`config.mk`:
```
export PLATFORM = sky130hd
export DESIGN_NAME = dmem_arbiter
export DESIGN_NICKNAME = d
export VERILOG_FILES = /design/src/rtl/dmem_arbiter_pkg.sv /design/src/rtl/dmem_arbiter_starve_counter.sv /design/src/rtl/dmem_arbiter.sv
export SDC_FILE = /design/constraint.sdc
export NUM_CORES = 1
export LEC_CHECK = 0
export CORE_AREA = 2 2 108 110
export DETAILED_ROUTE_END_ITERATION = 6
export DIE_AREA = 0 0 110 112
export MAX_ROUTING_LAYER = met4
export PLACE_DENSITY_LB_ADDON = 0.2
export SETUP_SLACK_MARGIN = 0.2
export SKIP_LAST_GASP = 1
export SYNTH_ARGS = -nofsm -noshare
export SYNTH_HDL_FRONTEND = slang
export SYNTH_SLANG_ARGS = --single-unit
```
`constraint.sdc`:
```
create_clock -name clk -period 6.5 [get_ports clk]
set_input_delay 1.95 -clock clk [delete_from_list [all_inputs] [get_ports clk]]
set_output_delay 1.95 -clock clk [all_outputs]
set_load 0.02 [all_outputs]
```
`src/rtl/dmem_arbiter_pkg.sv`:
```
// Shared definitions for the data-memory arbiter.
//   state_e    : arbiter FSM state encoding (IDLE / CPU_RD / DBG_RD)
//   port_sel_e : which requester owns the memory port in the current cycle
package dmem_arbiter_pkg;

    typedef enum logic [1:0] {
        IDLE   = 2'd0,
        CPU_RD = 2'd1,
        DBG_RD = 2'd2
    } state_e;

    typedef enum logic [1:0] {
        SEL_NONE = 2'd0,
        SEL_CPU  = 2'd1,
        SEL_DBG  = 2'd2
    } port_sel_e;

endpackage

```
`src/rtl/dmem_arbiter_starve_counter.sv`:
```
// Saturating up-counter with synchronous clear, used to bound how long a
// low-priority requester can be denied.
//   clk    : clock
//   rst    : asynchronous active-low reset, clears the count
//   inc_i  : count one more denied cycle (saturates at LIMIT)
//   clr_i  : clear the count (has priority over inc_i)
//   cnt_o  : current count
module dmem_arbiter_starve_counter #(
    parameter int unsigned LIMIT = 4,
    parameter int unsigned WIDTH = 4
) (
    input  logic             clk,
    input  logic             rst,
    input  logic             inc_i,
    input  logic             clr_i,
    output logic [WIDTH-1:0] cnt_o
);

    localparam logic [WIDTH-1:0] LIMIT_W = WIDTH'(LIMIT);

    logic [WIDTH-1:0] cnt_q, cnt_d;

    always_comb begin
        cnt_d = cnt_q;
        if (clr_i) begin
            cnt_d = '0;
        end else if (inc_i && (cnt_q < LIMIT_W)) begin
            cnt_d = cnt_q + WIDTH'(1);
        end
    end

    always_ff @(posedge clk or negedge rst) begin
        if (!rst) begin
            cnt_q <= '0;
        end else begin
            cnt_q <= cnt_d;
        end
    end

    assign cnt_o = cnt_q;

endmodule

```
`src/rtl/dmem_arbiter.sv`:
```
// Arbiter sharing one single-port, synchronous-read data memory between the
// pipeline MEM stage (CPU port, fixed priority) and a debug/loader port (DBG).
// A starvation counter forces a DBG grant after STARVE_LIMIT denied cycles.
// Reads take two cycles (issue, return); writes complete in the grant cycle.
//   clk, rst            : clock, asynchronous active-low reset
//   halt                : suppresses CPU writes (granted but not performed)
//   cpu_req/we/addr/wdata, cpu_rdata, cpu_stall : CPU requester
//   dbg_req/we/addr/wdata, dbg_gnt, dbg_rvalid, dbg_rdata : DBG requester
//   mem_en/we/addr/wdata, mem_rdata : memory port
module dmem_arbiter
    import dmem_arbiter_pkg::*;
#(
    parameter int unsigned DATA_WIDTH   = 32,
    parameter int unsigned ADDR_WIDTH   = 24,
    parameter int unsigned STARVE_LIMIT = 4,
    parameter int unsigned CNT_WIDTH    = 4
) (
    input  logic                  clk,
    input  logic                  rst,
    input  logic                  halt,
    input  logic                  cpu_req,
    input  logic                  cpu_we,
    input  logic [ADDR_WIDTH-1:0] cpu_addr,
    input  logic [DATA_WIDTH-1:0] cpu_wdata,
    output logic [DATA_WIDTH-1:0] cpu_rdata,
    output logic                  cpu_stall,
    input  logic                  dbg_req,
    input  logic                  dbg_we,
    input  logic [ADDR_WIDTH-1:0] dbg_addr,
    input  logic [DATA_WIDTH-1:0] dbg_wdata,
    output logic                  dbg_gnt,
    output logic                  dbg_rvalid,
    output logic [DATA_WIDTH-1:0] dbg_rdata,
    output logic                  mem_en,
    output logic                  mem_we,
    output logic [ADDR_WIDTH-1:0] mem_addr,
    output logic [DATA_WIDTH-1:0] mem_wdata,
    input  logic [DATA_WIDTH-1:0] mem_rdata
);

    localparam logic [CNT_WIDTH-1:0] LIMIT_W = CNT_WIDTH'(STARVE_LIMIT);

    state_e               state_q, state_d;
    port_sel_e            sel;
    logic [CNT_WIDTH-1:0] starve_cnt;
    logic                 dbg_win;
    logic                 cpu_done;

    // Arbitration only happens in IDLE; the counter lets DBG overtake a
    // continuously requesting CPU.
    always_comb begin
        sel = SEL_NONE;
        if (state_q == IDLE) begin
            if (dbg_req && (!cpu_req || (starve_cnt >= LIMIT_W))) begin
                sel = SEL_DBG;
            end else if (cpu_req) begin
                sel = SEL_CPU;
            end
        end
    end

    assign dbg_win = (sel == SEL_DBG);

    dmem_arbiter_starve_counter #(
        .LIMIT (STARVE_LIMIT),
        .WIDTH (CNT_WIDTH)
    ) u_starve_counter (
        .clk   (clk),
        .rst   (rst),
        .inc_i (dbg_req && !dbg_win),
        .clr_i (dbg_win || !dbg_req),
        .cnt_o (starve_cnt)
    );

    always_comb begin
        state_d    = state_q;
        mem_en     = 1'b0;
        mem_we     = 1'b0;
        mem_addr   = '0;
        mem_wdata  = '0;
        dbg_gnt    = 1'b0;
        dbg_rvalid = 1'b0;
        dbg_rdata  = '0;
        cpu_rdata  = '0;
        cpu_done   = 1'b0;

        case (state_q)
            IDLE: begin
                if (sel == SEL_DBG) begin
                    mem_en    = 1'b1;
                    mem_we    = dbg_we;
                    mem_addr  = dbg_addr;
                    mem_wdata = dbg_wdata;
                    dbg_gnt   = 1'b1;
                    if (!dbg_we) state_d = DBG_RD;
                end else if (sel == SEL_CPU) begin
                    // A halted CPU write is acknowledged but never reaches memory.
                    if (!(cpu_we && halt)) begin
                        mem_en    = 1'b1;
                        mem_we    = cpu_we;
                        mem_addr  = cpu_addr;
                        mem_wdata = cpu_wdata;
                    end
                    cpu_done = cpu_we;
                    if (!cpu_we) state_d = CPU_RD;
                end
            end
            CPU_RD: begin
                cpu_rdata = mem_rdata;
                cpu_done  = 1'b1;
                state_d   = IDLE;
            end
            DBG_RD: begin
                dbg_rvalid = 1'b1;
                dbg_rdata  = mem_rdata;
                state_d    = IDLE;
            end
            default: state_d = IDLE;
        endcase

        cpu_stall = cpu_req && !cpu_done;

        // Outputs are forced quiet for the whole reset window, independent
        // of whatever the requesters are driving.
        if (!rst) begin
            mem_en     = 1'b0;
            mem_we     = 1'b0;
            mem_addr   = '0;
            mem_wdata  = '0;
            dbg_gnt    = 1'b0;
            dbg_rvalid = 1'b0;
            dbg_rdata  = '0;
            cpu_rdata  = '0;
            cpu_stall  = 1'b0;
        end
    end

    always_ff @(posedge clk or negedge rst) begin
        if (!rst) begin
            state_q <= IDLE;
        end else begin
            state_q <= state_d;
        end
    end

endmodule

```
Word level (Yosys, flattened, before mapping). Cells that the tools add are included.

Register bits after elaboration: 6. Latch bits: 0. Bits in writable memories: 0. Bits in read-only memories: 0. Bits of input ports: 151. Output and inout port bits: 125. Word-level logic and storage cells: 69. Memories: 0.

$add $sub $neg: 1. $mul: 0. Div/mod/pow operators: 0. $lt $le $gt $ge: 2. Equal/unequal tests: 7. Shift-type cells: 0. Multiplexer cells: 43. Bitwise operators: 0. Reduce and logical (&&, ||, !) cells: 14.

Operator list (number): 32-bit two-way mux (9); 24-bit two-way mux (5); 1-bit two-way mux (19); 2-bit two-way mux (7); 4-bit two-way mux (2); 3-bit inequality test (second input constant) (2); 1-bit logical AND (5); 4-bit by 1-bit adder with 4-bit output (second input constant) (1); 2-bit by 1-bit equality test with 1-bit output (second input constant) (2); 2-bit equality test (second input constant) (2); 4-bit by 3-bit >= comparator with 1-bit output (second input constant) (1); 1-bit zero test (4); 4-bit by 3-bit < comparator with 1-bit output (second input constant) (1); 3-bit by 2-bit inequality test with 1-bit output (second input constant) (1); 3-bit AND reduction (1); 2-bit zero test (1); 1-bit logical OR (2); 1-bit one-hot mux with 2 select lines (1); 2-bit nonzero test (1).

Longest topological paths before layout.
Word-level depth: 12. Mapped depth: 5. Depth with buffers taken out: 3.

Modules after synthesis. From an unflattened synthesis, not the netlist that was laid out.

Cells, all modules: 308. Area total of the unflattened synthesis: 1800.5 µm².

Modules (own cells, without submodules): dmem_arbiter (instances 1, cells an instance 292, area each 1602.8 µm², sequential area each 50.0 µm²); dmem_arbiter_starve_counter (instances 1, cells an instance 16, area each 197.7 µm², sequential area each 100.1 µm²).

Least setup slack after synthesis. Ideal clock, no wire load.

Kind: in2out. Start: in rst. End: out mem_addr[0]. Arrival time: 3.074 ns. Data required time: 4.550 ns. Setup slack: 1.476 ns. Stages: 5. Path buffers: 2. Path through: or3b_1 nor3b_2 buf_4 buf_6 a22o_1.

Cells in the longest elaborated chain, start to end: 1.

Ends and longest elaborated chain: start, declared (RTL line dmem_arbiter.sv:19) `input logic rst,`; 24-bit two-way mux (RTL line dmem_arbiter.sv:125) `if (!rst) begin`; end, declared (RTL line dmem_arbiter.sv:36) `output logic [ADDR_WIDTH-1:0] mem_addr,`.

No other way between the ends.

Worst setup path in the final report.
Start: in rst. End: out mem_wdata[23].

Cells in the longest elaborated chain, start to end: 1.

Ends and longest elaborated chain: 32-bit two-way mux (RTL line dmem_arbiter.sv:125); end, declared (RTL line dmem_arbiter.sv:37) `output logic [DATA_WIDTH-1:0] mem_wdata,`.

No other way between the ends.

==> summary.txt <==
Run status
  – Status: finished clean

Place
  – Dpl hpwl: 7750 µm
  – Final GP Congestion: 0.729
  – Port bufs: 275

Critical path
  – Crit. End Element: output pin
  – Crit start category: input pin
  – RR Startpoint: u_starve_counter.cnt_o[2]
  – Most frequent cell on the critical path: clkdlybuf4s50_1
  – Worst-path maximum fanout: 57
  – Worst EP arrival: 4.23 ns
  – Critical-path top delay cell: clkdlybuf4s50_1
  – Worst-path cell chain: clkdlybuf4s50_1 > or3b_1 > nor3b_4 > buf_12 > a22o_1 > clkdlybuf4s50_1
  – R2r setup slk: 5.18 ns
  – CP peak stage delay: 0.62 ns
  – Reg2reg path depth: 4
  – Worst path required time: 4.55 ns
  – Setup CP Type: input pin to output pin
  – Critical R2R Capture: u_starve_counter.cnt_o[2]

Clock network
  – Max clock buf depth: 2
  – CTS tree: yes
  – CTS Sinks: 6
  – Post-CTS Setup Repair Bufs: 0
  – Hold Buf Count CTS: 0
  – Root Driver: clkbuf_16
  – Clock Latency Late Sink: 0.23 ns
  – Clk slew on worst S/H paths: 0.03 ns
  – Num CTS Buffers: 3
  – H-tree depth: 1

Synth
  – Synthesis Warnings: 0
  – Largest area contributor in the netlist: a22o_1
  – Mapped Area: 0.00136 mm²
  – Main area contributors after synthesis: a22o_1 36%, and2_1 30%, dfrtp_1 11%
  – Cell count after synthesis: 178
  – Mapped Avg Cell Area: 7.62 µm²
  – Distinct cells, synth: 27
  – Area share of the largest cell type after synthesis: 0.355
  – Synthesis-stage register bit count: 6
  – Synthesized net count: 330
  – Sequential share of the synthesized area: 0.111

Power and ir drop
  – Power Dens Cells: 90.4 mW/mm²
  – Leakage power: 1.65 nW
  – Total power: 0.000393 W
  – Gate power share: 0.641
  – Internal power: 0.000274 W
  – Psw: 0.000120 W
  – Maximum vdd drop: 0.0606 mV
  – Reg power frac: 0.105
  – Switch share: 0.304
  – Clk network pwr share: 0.254

Detailed routing
  – Initial DRC count: 152
  – Via density: 4.19
  – Wirelength, routed: 9370 µm
  – First-pass DRT Iterations: 4
  – WL/cell: 16.0 µm
  – Post-route ant nets: 0
  – DR vias: 2457
  – Drt drc: 0

Min path
  – Worst hold path type: flip-flop to flip-flop
  – Hold Crit Start: u_starve_counter.cnt_o[1]
  – Worst hold path endpoint: u_starve_counter.cnt_o[1]
  – Hold Path Cell Cnt: 2

Timing
  – Layout Skew: 0.00348 ns
  – Pins over their slew limit: 0
  – Final setup violation count: 0
  – RSZ-0062 raised after global routing: false
  – Fmax: 162 MHz
  – Endpoints failing hold: 0
  – Slew Limit Headroom: 0.659
  – Period utilisation layout: 0.951
  – Min Tclk post-route: 6.18 ns
  – Setup tns final: 0 ns
  – Slew at the pin closest to its max-slew limit: 0.508 ns

Run
  – Max_cap viols: 0

Global routing
  – Tot GR Track Use: 0.141
  – GR Layer Usage met3: 0.0404
  – Largest net degree at the start of global routing: 58
  – Initial antenna violation count: 0
  – Gr ovfl total: 0
  – Vias in the first global route: 2531
  – Met1 usage: 0.138
  – GRT busiest layer: met2
  – First-pass GRT wire length: 13000 µm
  – Met2 usage: 0.267

Cells and area
  – Commonest non-fill, non-tap cells in the layout: 273 x clkdlybuf4s50_1, 64 x and2_1, 55 x a22o_1
  – Util after Layout: 0.389
  – Layout cells sized above 1: 0.0360
  – Ant. Diodes: 0
  – Most common cell after layout, fill and taps aside: clkdlybuf4s50_1
  – Layout area overhead: 221%
  – Nets: 598

Floorplan
  – IO Count: 276
  – Full die area: 0.0123 mm²
  – Die width: 110 µm
  – Die Y: 112 µm
  – Initial Util: 0.121
  – Cell Rows: 39
  – Core region area: 0.0112 mm²
-- per-layer routing --
layer / up-vias / share of wire
li1: 1193 / -
met3: 9 / 0.13
met2: 178 / 0.51
met4: 0 / 0.015
met1: 1077 / 0.34
met5: - / 0
-- area by class of cell --
| type | instances | area, µm² |
|---|---|---|
| inverters | 2 | 7.51 |
| repair buffers | 281 | 2830 |
| well taps | 143 | 179 |
| flip-flops and latches | 6 | 150 |
| multi-input cells | 152 | 1110 |
| clock buffers | 3 | 75.1 |
| fillers | 1111 | 6820 |
-- synth_stat cells --
cell	instances
a22o_1	55
o31ai_1	1
nor3b_2	1
buf_2	7
inv_1	2
nand2_1	3
nand3_1	2
a211oi_1	1
o32ai_1	1
o21ai_0	2
nand3b_1	1
xnor2_1	1
clkbuf_1	6
or3b_1	1
nand4_1	1
ha_1	1
nor3b_1	4
buf_4	2
a21oi_1	2
buf_6	3
nor2_1	7
and4_1	1
or2_2	1
o2111a_1	1
and3_1	1
and2_1	64
dfrtp_1	6
-- power groups by stage --
stage / registers [W] / clock network, W / logic, W
CTS: 0.0000412 / 0.000102 / 0.000255
global route: 0.0000416 / 0.000103 / 0.000268
finish: 0.0000413 / 0.000100 / 0.000252
detailed placement: 0.0000416 / 0 / 0.000253
floorplan: 0.0000411 / 0 / 0.0000876
global placement: 0.0000415 / 0 / 0.000253
-- timing repair --
item / CTS / global route
endpoints found under the setup margin: 0 / 53
endpoints found under the hold margin: 0 / 0
resized for setup: 0 / 1
-- sequential cells by signal (all words and copies together) (netlist names) --
register and flops:
u_starve_counter.cnt_o 4, state_q 2
-- worst max-delay path, delay by kind of cell --
family	cells	cell delay, ns
compound gates	1	0.22
buf+inv	3	1.37
simple gates	2	0.65
-- logic make-up after synthesis --
group | share of synthesized area
and+or+nand+nor | 0.394
DFF | 0.111
buffers and inverters | 0.0839
xor gates and xnor gates | 0.00646
AOI/OAI and AO/OA | 0.396
adders and majority gates | 0.00922
-- worst max-delay path by stage --
stage / from / end / slack [ns] / cells past startpoint
after floorplan: rst / mem_addr[0] / 1.48 / 5
after global placement: cpu_req / mem_wdata[24] / 0.29 / 6
after detailed placement: cpu_req / mem_wdata[23] / 0.28 / 6
after CTS: cpu_req / mem_wdata[24] / 0.26 / 6
after global routing: rst / mem_wdata[3] / 0.21 / 6
final: rst / mem_wdata[23] / 0.32 / 6
-- stage by stage --
step                std cells  hold WS, ns  setup slack (ns)  instance area, µm²
finish                    587        0.554             0.321                4350
floorplan                 178        0.516              1.48                1360
global placement          584        0.541             0.293                4270
global route              587        0.600             0.213                4350
CTS                       587        0.554             0.265                4350
detailed placement        584        0.549             0.280                4270
Note: power is estimated with default switching activity, not from simulation.
